### src/rtl/rysy_mem_bridge.sv
// Arbitrating fetch/load-store bridge onto one req/ack memory bus with lane steering and bus timeout.
// Optional macro RYSY_MISALIGN_CHECK_EN turns misaligned accesses into error responses.
module rysy_mem_bridge #(
  parameter int DATA_W    = 32,
  parameter int ADDR_W    = 32,
  parameter int PRIO_DATA = 1,
  parameter int TIMEOUT   = 16
) (
  input  logic                clk,
  input  logic                rst,
  input  logic                i_req,
  input  logic [ADDR_W-1:0]   i_addr,
  output logic                i_gnt,
  output logic                i_rvalid,
  output logic [DATA_W-1:0]   i_rdata,
  output logic                i_err,
  input  logic                d_req,
  input  logic                d_we,
  input  logic [1:0]          d_size,
  input  logic                d_uns,
  input  logic [ADDR_W-1:0]   d_addr,
  input  logic [DATA_W-1:0]   d_wdata,
  output logic                d_gnt,
  output logic                d_rvalid,
  output logic [DATA_W-1:0]   d_rdata,
  output logic                d_err,
  output logic [ADDR_W-1:0]   addr,
  output logic [DATA_W-1:0]   wdata,
  output logic                we,
  output logic [DATA_W/8-1:0] be,
  output logic                req,
  input  logic                ack,
  input  logic [DATA_W-1:0]   rdata
);

  localparam int BE_W  = DATA_W / 8;
  localparam int LB    = $clog2(BE_W);
  localparam int CNT_W = (TIMEOUT > 0) ? $clog2(TIMEOUT + 1) : 1;
`ifdef RYSY_MISALIGN_CHECK_EN
  localparam bit MIS_EN = 1'b1;
`else
  localparam bit MIS_EN = 1'b0;
`endif

  typedef enum logic [1:0] {IDLE, BUS_I, BUS_D, RESP} state_t;
  state_t state, state_nx;

  logic              live, last_d, owner_d, pick_d, start;
  logic [ADDR_W-1:0] l_addr;
  logic [BE_W-1:0]   l_be, d_bmask;
  logic [DATA_W-1:0] l_wdata, r_data, load_val, sh, lmask, msb;
  logic              l_we, l_uns, l_mis, r_err, abort, timed_out, d_mis, i_mis;
  logic [1:0]        l_size;
  logic [LB-1:0]     l_lane, d_lane, i_lane, d_low_mask;
  logic [CNT_W-1:0]  cnt;
  int unsigned       bits;

  // Lane bits below the access size are dropped (or flagged when checking is enabled).
  always_comb begin
    d_low_mask = '0;
    d_bmask    = '0;
    case (d_size)
      2'd0:    begin d_low_mask = '0;      d_bmask = BE_W'(1);  end
      2'd1:    begin d_low_mask = LB'(1);  d_bmask = BE_W'(3);  end
      2'd2:    begin d_low_mask = LB'(3);  d_bmask = BE_W'(15); end
      default: begin d_low_mask = '1;      d_bmask = '1;        end
    endcase
    d_lane = d_addr[LB-1:0] & ~d_low_mask;
    d_mis  = MIS_EN && ((d_addr[LB-1:0] & d_low_mask) != '0);
    i_lane = '0;
    if (DATA_W == 64) i_lane[LB-1] = i_addr[2];
    i_mis  = MIS_EN && (i_addr[1:0] != 2'b00);
  end

  always_comb begin
    pick_d = d_req;
    if (PRIO_DATA == 0 && i_req && d_req) pick_d = ~last_d;
    start     = (state == IDLE) && live && (i_req || d_req);
    timed_out = (TIMEOUT > 0) && (cnt == CNT_W'(TIMEOUT));
    abort     = l_mis || timed_out;
  end

  // Fetches are latched as unsigned word loads so one extractor serves both channels.
  always_comb begin
    sh    = rdata >> {l_lane, 3'b000};
    bits  = 32'd8 << l_size;
    lmask = '1;
    if (bits < DATA_W) lmask = ~({DATA_W{1'b1}} << bits);
    msb      = lmask & ~(lmask >> 1);
    load_val = sh & lmask;
    if (!l_uns && |(sh & msb)) load_val = load_val | ~lmask;
  end

  always_ff @(posedge clk or negedge rst) begin
    if (!rst) begin
      state   <= IDLE;
      live    <= 1'b0;
      last_d  <= 1'b0;
      owner_d <= 1'b0;
      l_addr  <= '0;
      l_be    <= '0;
      l_wdata <= '0;
      l_we    <= 1'b0;
      l_size  <= '0;
      l_uns   <= 1'b0;
      l_lane  <= '0;
      l_mis   <= 1'b0;
      cnt     <= '0;
      r_data  <= '0;
      r_err   <= 1'b0;
    end else begin
      state <= state_nx;
      live  <= 1'b1;
      if (start) begin
        owner_d <= pick_d;
        last_d  <= pick_d;
        cnt     <= '0;
        if (pick_d) begin
          l_addr  <= {d_addr[ADDR_W-1:LB], {LB{1'b0}}};
          l_we    <= d_we;
          l_size  <= d_size;
          l_uns   <= d_uns;
          l_lane  <= d_lane;
          l_be    <= d_bmask << d_lane;
          l_wdata <= d_wdata << {d_lane, 3'b000};
          l_mis   <= d_mis;
        end else begin
          l_addr  <= {i_addr[ADDR_W-1:LB], {LB{1'b0}}};
          l_we    <= 1'b0;
          l_size  <= 2'd2;
          l_uns   <= 1'b1;
          l_lane  <= i_lane;
          l_be    <= BE_W'(15) << i_lane;
          l_wdata <= '0;
          l_mis   <= i_mis;
        end
      end else if (state == BUS_I || state == BUS_D) begin
        if (abort) begin
          r_data <= '0;
          r_err  <= 1'b1;
        end else if (ack) begin
          r_data <= l_we ? '0 : load_val;
          r_err  <= 1'b0;
        end
        if (!ack) cnt <= cnt + CNT_W'(1);
      end
    end
  end

  // A misaligned access still spends one bus-state cycle with req held low.
  always_comb begin
    state_nx = state;
    i_gnt    = 1'b0;
    d_gnt    = 1'b0;
    i_rvalid = 1'b0;
    d_rvalid = 1'b0;
    i_rdata  = '0;
    d_rdata  = '0;
    i_err    = 1'b0;
    d_err    = 1'b0;
    req      = 1'b0;
    we       = 1'b0;
    addr     = '0;
    be       = '0;
    wdata    = '0;
    unique case (state)
      IDLE: begin
        if (start) begin
          d_gnt    = pick_d;
          i_gnt    = ~pick_d;
          state_nx = pick_d ? BUS_D : BUS_I;
        end
      end
      BUS_I, BUS_D: begin
        if (abort) begin
          state_nx = RESP;
        end else begin
          req   = 1'b1;
          addr  = l_addr;
          we    = l_we;
          be    = l_be;
          wdata = l_wdata;
          if (ack) state_nx = RESP;
        end
      end
      RESP: begin
        state_nx = IDLE;
        if (owner_d) begin
          d_rvalid = 1'b1;
          d_rdata  = r_data;
          d_err    = r_err;
        end else begin
          i_rvalid = 1'b1;
          i_rdata  = r_data;
          i_err    = r_err;
        end
      end
      default: state_nx = IDLE;
    endcase
  end

endmodule

### config.mk
export PLATFORM = sky130hd
export DESIGN_NAME = rysy_mem_bridge
export DESIGN_NICKNAME = d
export VERILOG_FILES = /design/src/rtl/rysy_mem_bridge.sv
export SDC_FILE = /design/constraint.sdc
export NUM_CORES = 1
export LEC_CHECK = 0
export CAP_MARGIN = 20
export CORE_MARGIN = 5
export CORE_UTILIZATION = 47
export DETAILED_ROUTE_END_ITERATION = 10
export GPL_TIMING_DRIVEN = 0
export PLACE_DENSITY_LB_ADDON = 0.25
export SYNTH_ARGS = -nofsm -noshare
export SYNTH_HDL_FRONTEND = slang
export SYNTH_SLANG_ARGS = --single-unit
### constraint.sdc
create_clock -name clk -period 5.7 [get_ports clk]
set_input_delay 0.57 -clock clk [delete_from_list [all_inputs] [get_ports clk]]
set_output_delay 0.57 -clock clk [all_outputs]
set_load 0.01 [all_outputs]
Word-level counts from Yosys, hierarchy flattened
Index checks and enable logic that the tools add are counted.
{ "classes": {"add_sub_neg": 1, "order_cmp": 1, "n_eq_ne": 8, "n_shift": 5, "muxes": 50, "bitwise_logic": 11, "reduce_logical": 15} }
{ "ops": {"columns": ["operator", "n"], "rows": [
  ["$mux 32", 15],
  ["$and 32x32->32", 3],
  ["$not 32->32", 2],
  ["$lt 32x6->1 const B", 1],
  ["$not 31->32", 1],
  ["$or 32x32->32", 1],
  ["$reduce_or 32->1", 1],
  ["$shl 32x32->32 const A", 1],
  ["$shl 32x5->32", 1],
  ["$shl 4x2->32 const A", 1],
  ["$shr 32x5->32", 1],
  ["$mux 1", 20],
  ["$mux 5", 3],
  ["$mux 2", 6],
  ["$mux 4", 3],
  ["$pmux 4 s2", 1],
  ["$pmux 2 s3", 1],
  ["$add 5x1->5 const B", 1],
  ["$eq 5x5->1 const B", 1],
  ["$eq 2x1->1 const B", 2],
  ["$eq 2x2->1 const B", 2],
  ["$logic_not 2->1", 2],
  ["$pmux 2 s2", 1],
  ["$reduce_and 2->1", 2],
  ["other kinds (13)", 18]
]} }
{ "totals": {"reg_bits": 116, "in_bits": 137, "output_inout_bits": 140, "word_cells": 104} }

Longest topological paths before layout
{ "logic_depth": {"depth_word": 13, "mapped_depth": 9, "depth_no_buf": 7} }

Worst setup path after synthesis
OpenSTA, ideal clock, no wires.
{ "synth_timing": {"path_kind": "register to output", "from": "reg state[0]", "to": "out addr[10]", "arrival_ns": 1.542, "required_ns": 5.130, "path_slack_ns": 3.588, "stages_incl_launch_ff": 7, "n_path_buf": 3, "path_cell_list": "dfrtp_1 > inv_1 > ha_1 > clkbuf_1 > clkbuf_1 > clkbuf_1 > and3_1"} }
{ "synth_via": {"elab_chain_cells": 3, "word_cells_on_any_way": 4, "cone_classes": "eq/ne (2); mux (1); reduce/logical (1)"} }
{ "synth_lines": {"columns": ["element", "line", "text"], "rows": [
  ["from (decl)", "46", "state_t state, state_nx;"],
  ["from (signal assigned)", "112", "state <= state_nx;"],
  ["$eq 2x1->1 / $eq 2x2->1 (equally long branches)", "166", "unique case (state)"],
  ["$reduce_or 2->1 (*)", "166", null],
  ["$mux 32 (*)", "166", null],
  ["to (decl)", "27", "output logic [ADDR_W-1:0] addr,"]
]} }
Mark *: on every way between the ends. The rest lies on a longest branch, timed or not.

Worst setup path in the final report
{ "layout_timing": {"from": "reg state[0]", "to": "out addr[21]"} }
Same word-level chain as after synthesis.

==> out/results.tsv <==
stage	metric	value	unit
clock_tree	count of buffers added by post-CTS timing repair for setup	0	
power	power density of the placed cells	477	nW/um^2
setup_path	critical path peak fanout	10	
place	sum of net half-perimeters after detailed placement	17500	um
die	core outline area	13700	um^2
timing	min setup slack post-route	2.14	ns
setup_path	Setup CP Type	reg -> out	
power	post-route total power	4.76	mW
yosys	post-synthesis instance area	6480	um^2
timing	share of the clock period used by the worst path after layout	0.624	
yosys	warnings from Yosys	0	
place	global placement routability congestion	0.932	
yosys	ranking of synthesized cells by area	dfrtp_1 44%, and3_1 9.6%, mux2i_1 8.3%, nand2_1 6.5%, o21ai_0 5.2%	
timing	final period demand of the worst path	3.56	ns
final_layout	fraction of final layout cells with drive strength greater than 1	0.0612	
yosys	area fraction of the dominant cell type after synthesis	0.440	
global_route	global-route usage over all layers	0.284	
power	worst ir drop on vdd	0.000279	V
place	count of buffers from port buffering	271	
clock_tree	source-to-sink clock delay at the later pin of the worst-skew pair	0.42	ns
place	total cell area at the placement stage	9450	um^2
timing	total count of max-transition violations in the final report	0	
die	die boundary width	127	um
job	maxcap violations	0	
timing	Total Neg Setup Slack	0	ns
place	number of placed instances with taps included	1162	
route	antenna-violating nets left	0	
yosys	cell type with the highest aggregate area in the netlist	dfrtp_1	
die	die extent in y	127	um
timing	number of hold-slack violations in the final timing report	0	
clock_tree	CTS tree	done	
route	Pre-Repair DR Iteration Count	5	
route	via count	6722	
die	# IOs	277	
global_route	maximum number of pins on one net before global-route repair	72	
route	Routed WL per cell	19.4	um
clock_tree	total clock buffers created by CTS	17	
timing	Max Fclk	281	MHz
timing	worst hold slack across all endpoints	0.0732	ns
timing	Least-Margin Pin Slew	0.990	ns
die	Cell Rows	43	
final_layout	Seq. cell area	2850	um^2
setup_path	data arrival time of the worst path	2.99	ns
final_layout	fillers	1073	
clock_tree	clock net sink count	114	
route	Via-to-Cell Ratio	5.63	
final_layout	leading cell type in the layout, fill and taps excluded	clkdlybuf4s50_1	
run_status	result of the run	complete, no violations	
clock_tree	Longest Clk Path Bufs	2	
final_layout	number of diodes added for antenna fixing	0	
global_route	via count of the first global-routing pass	6651	
yosys	post-synthesis instance total	709	
clock_tree	CTS clock-pin slew for the worst setup and hold paths	0.05	ns
clock_tree	total number of H-tree levels	4	
global_route	global-route wire length before repair	35900	um
final_layout	most frequent cells in the layout	270 x clkdlybuf4s50_1, 114 x dfrtp_1, 112 x nand2_1	
yosys	portion of the post-synthesis area used by sequential elements	0.440	
global_route	antenna violations before repair	0	
setup_path	Worst Path Required	5.13	ns
final_layout	final std cells w/o fill	1193	
die	starting density of the core	0.473	
worst_hold_path	class of the most critical hold timing path	in -> async	
final_layout	Util after Layout	0.727	
clock_tree	hold buffer count at cts	0	
timing	relative max-transition margin	0.335	
setup_path	Crit. End Element	output pin	
final_layout	summed area of non-filler cells in the final layout	9980	um^2
setup_path	CP startpoint kind	register	
die	area enclosed by the die boundary	16200	um^2
clock_tree	clock root buffer master	clkbuf_16	
final_layout	net count of the finished layout	1142	
yosys	Mean Syn Cell Area	9.14	um^2
final_layout	Area Overhead vs Synth	53.9	%
final_layout	combined area of the multi-input logic cells	3320	um^2
yosys	count of different cell masters after synthesis	50	
yosys	post-synthesis register bit count	114	
route	wire length after detailed routing	23200	um
global_route	residual overflow from global routing	0	
place	pre-CTS worst setup slack	2.61	ns
power	leakage dissipation	4.64	nW
timing	setup repair after global routing missed its margin	false	
route	First DRT Iteration DRCs	537	
timing	Setup Viol. Count Final	0	
clock_tree	post-CTS resize count	0	
route	number of remaining DRC errors	0	
timing	final setup skew	0.00735	ns
-- cell families after synthesis --
logic type	after synthesis	share of synthesized area
compound gates	154	0.156
xor+xnor	4	0.00540
fa+ha+maj	4	0.00772
buf+inv	72	0.0480
flops	114	0.440
mux	64	0.101
other cells	2	0.00116
simple gates	295	0.240
-- registers in the layout, summed over array words and instances, names as in the netlist --
name / count
l_be: 4
cnt: 5
l_wdata: 32
l_size: 2
r_err: 1
r_data: 32
l_uns: 1
owner_d: 1
live: 1
l_lane: 2
state: 2
l_we: 1
l_addr: 30
-- Yosys cell counts, drive strengths merged --
cell type	count
and4	2
ha	4
o211ai	9
nand4	5
a211o	1
o22a	1
a221o	16
inv	9
and4b	1
mux2	10
a31oi	1
o221ai	1
and3b	1
nor2	14
o21ai	68
xor2	3
a22o	25
clkbuf	45
nor2b	5
nand2	112
xnor2	1
a21oi	28
nor3	1
and3	100
a22oi	1
nor3b	1
nand2b	2
buf	18
and2	35
nand4bb	1
mux2i	54
a311oi	1
dfrtp	114
o211a	1
conb	2
or2	1
o22ai	1
or3	2
nand3	10
or3b	2
-- final timing paths --
kind                       cells past startpoint                       to                   start  slack (ns)
min                                            1   l_addr[10]$_DFFE_PN0P_                     rst        0.07
max in group asynchronous                      2  l_wdata[14]$_DFFE_PN0P_                     rst        4.93
min reg2reg                                    2   l_addr[26]$_DFFE_PN0P_  l_addr[26]$_DFFE_PN0P_        0.47
min in group clk                               2   l_addr[26]$_DFFE_PN0P_  l_addr[26]$_DFFE_PN0P_        0.47
max                                            7                 addr[21]    state[0]$_DFFE_PN0P_        2.14
max reg2reg                                    6    r_data[8]$_DFFE_PN0P_    state[0]$_DFFE_PN0P_        3.41
-- cell type report --
class                           instances  area share
Buffer                                 63      0.0278
Clock buffer                           25      0.0496
Clock inverter                          6     0.00301
Inverter                                9     0.00339
Multi-Input combinational cell        524       0.333
Sequential cell                       114       0.286
Tap cell                              180      0.0226
Timing Repair Buffer                  272       0.275
-- power by group --
part	leakage (nW)	internal [mW]	switching (mW)
clock network	0.266	0.593	0.350
registers	1.45	1.16	0.233
logic	2.92	1.19	1.23
total	4.64	2.95	1.81
-- critical path, cell delays in order, from the launching register on --
cell and delay, ns:
dfrtp_1 0.37, inv_1 0.05, ha_1 0.29, clkbuf_1 0.38, clkbuf_1 0.37, clkbuf_1 0.34
and3_1 0.23, clkdlybuf4s50_1 0.54
-- metal layers --
metal  vias up  GRT usage  wire length, um
met3        61     0.0698             2000
met5         -          0                0
met4         0      0.132              875
li1       3114          -                -
met2       346      0.472            11200
met1      3201      0.348             9060
Note: power is estimated with default switching activity, not from simulation.
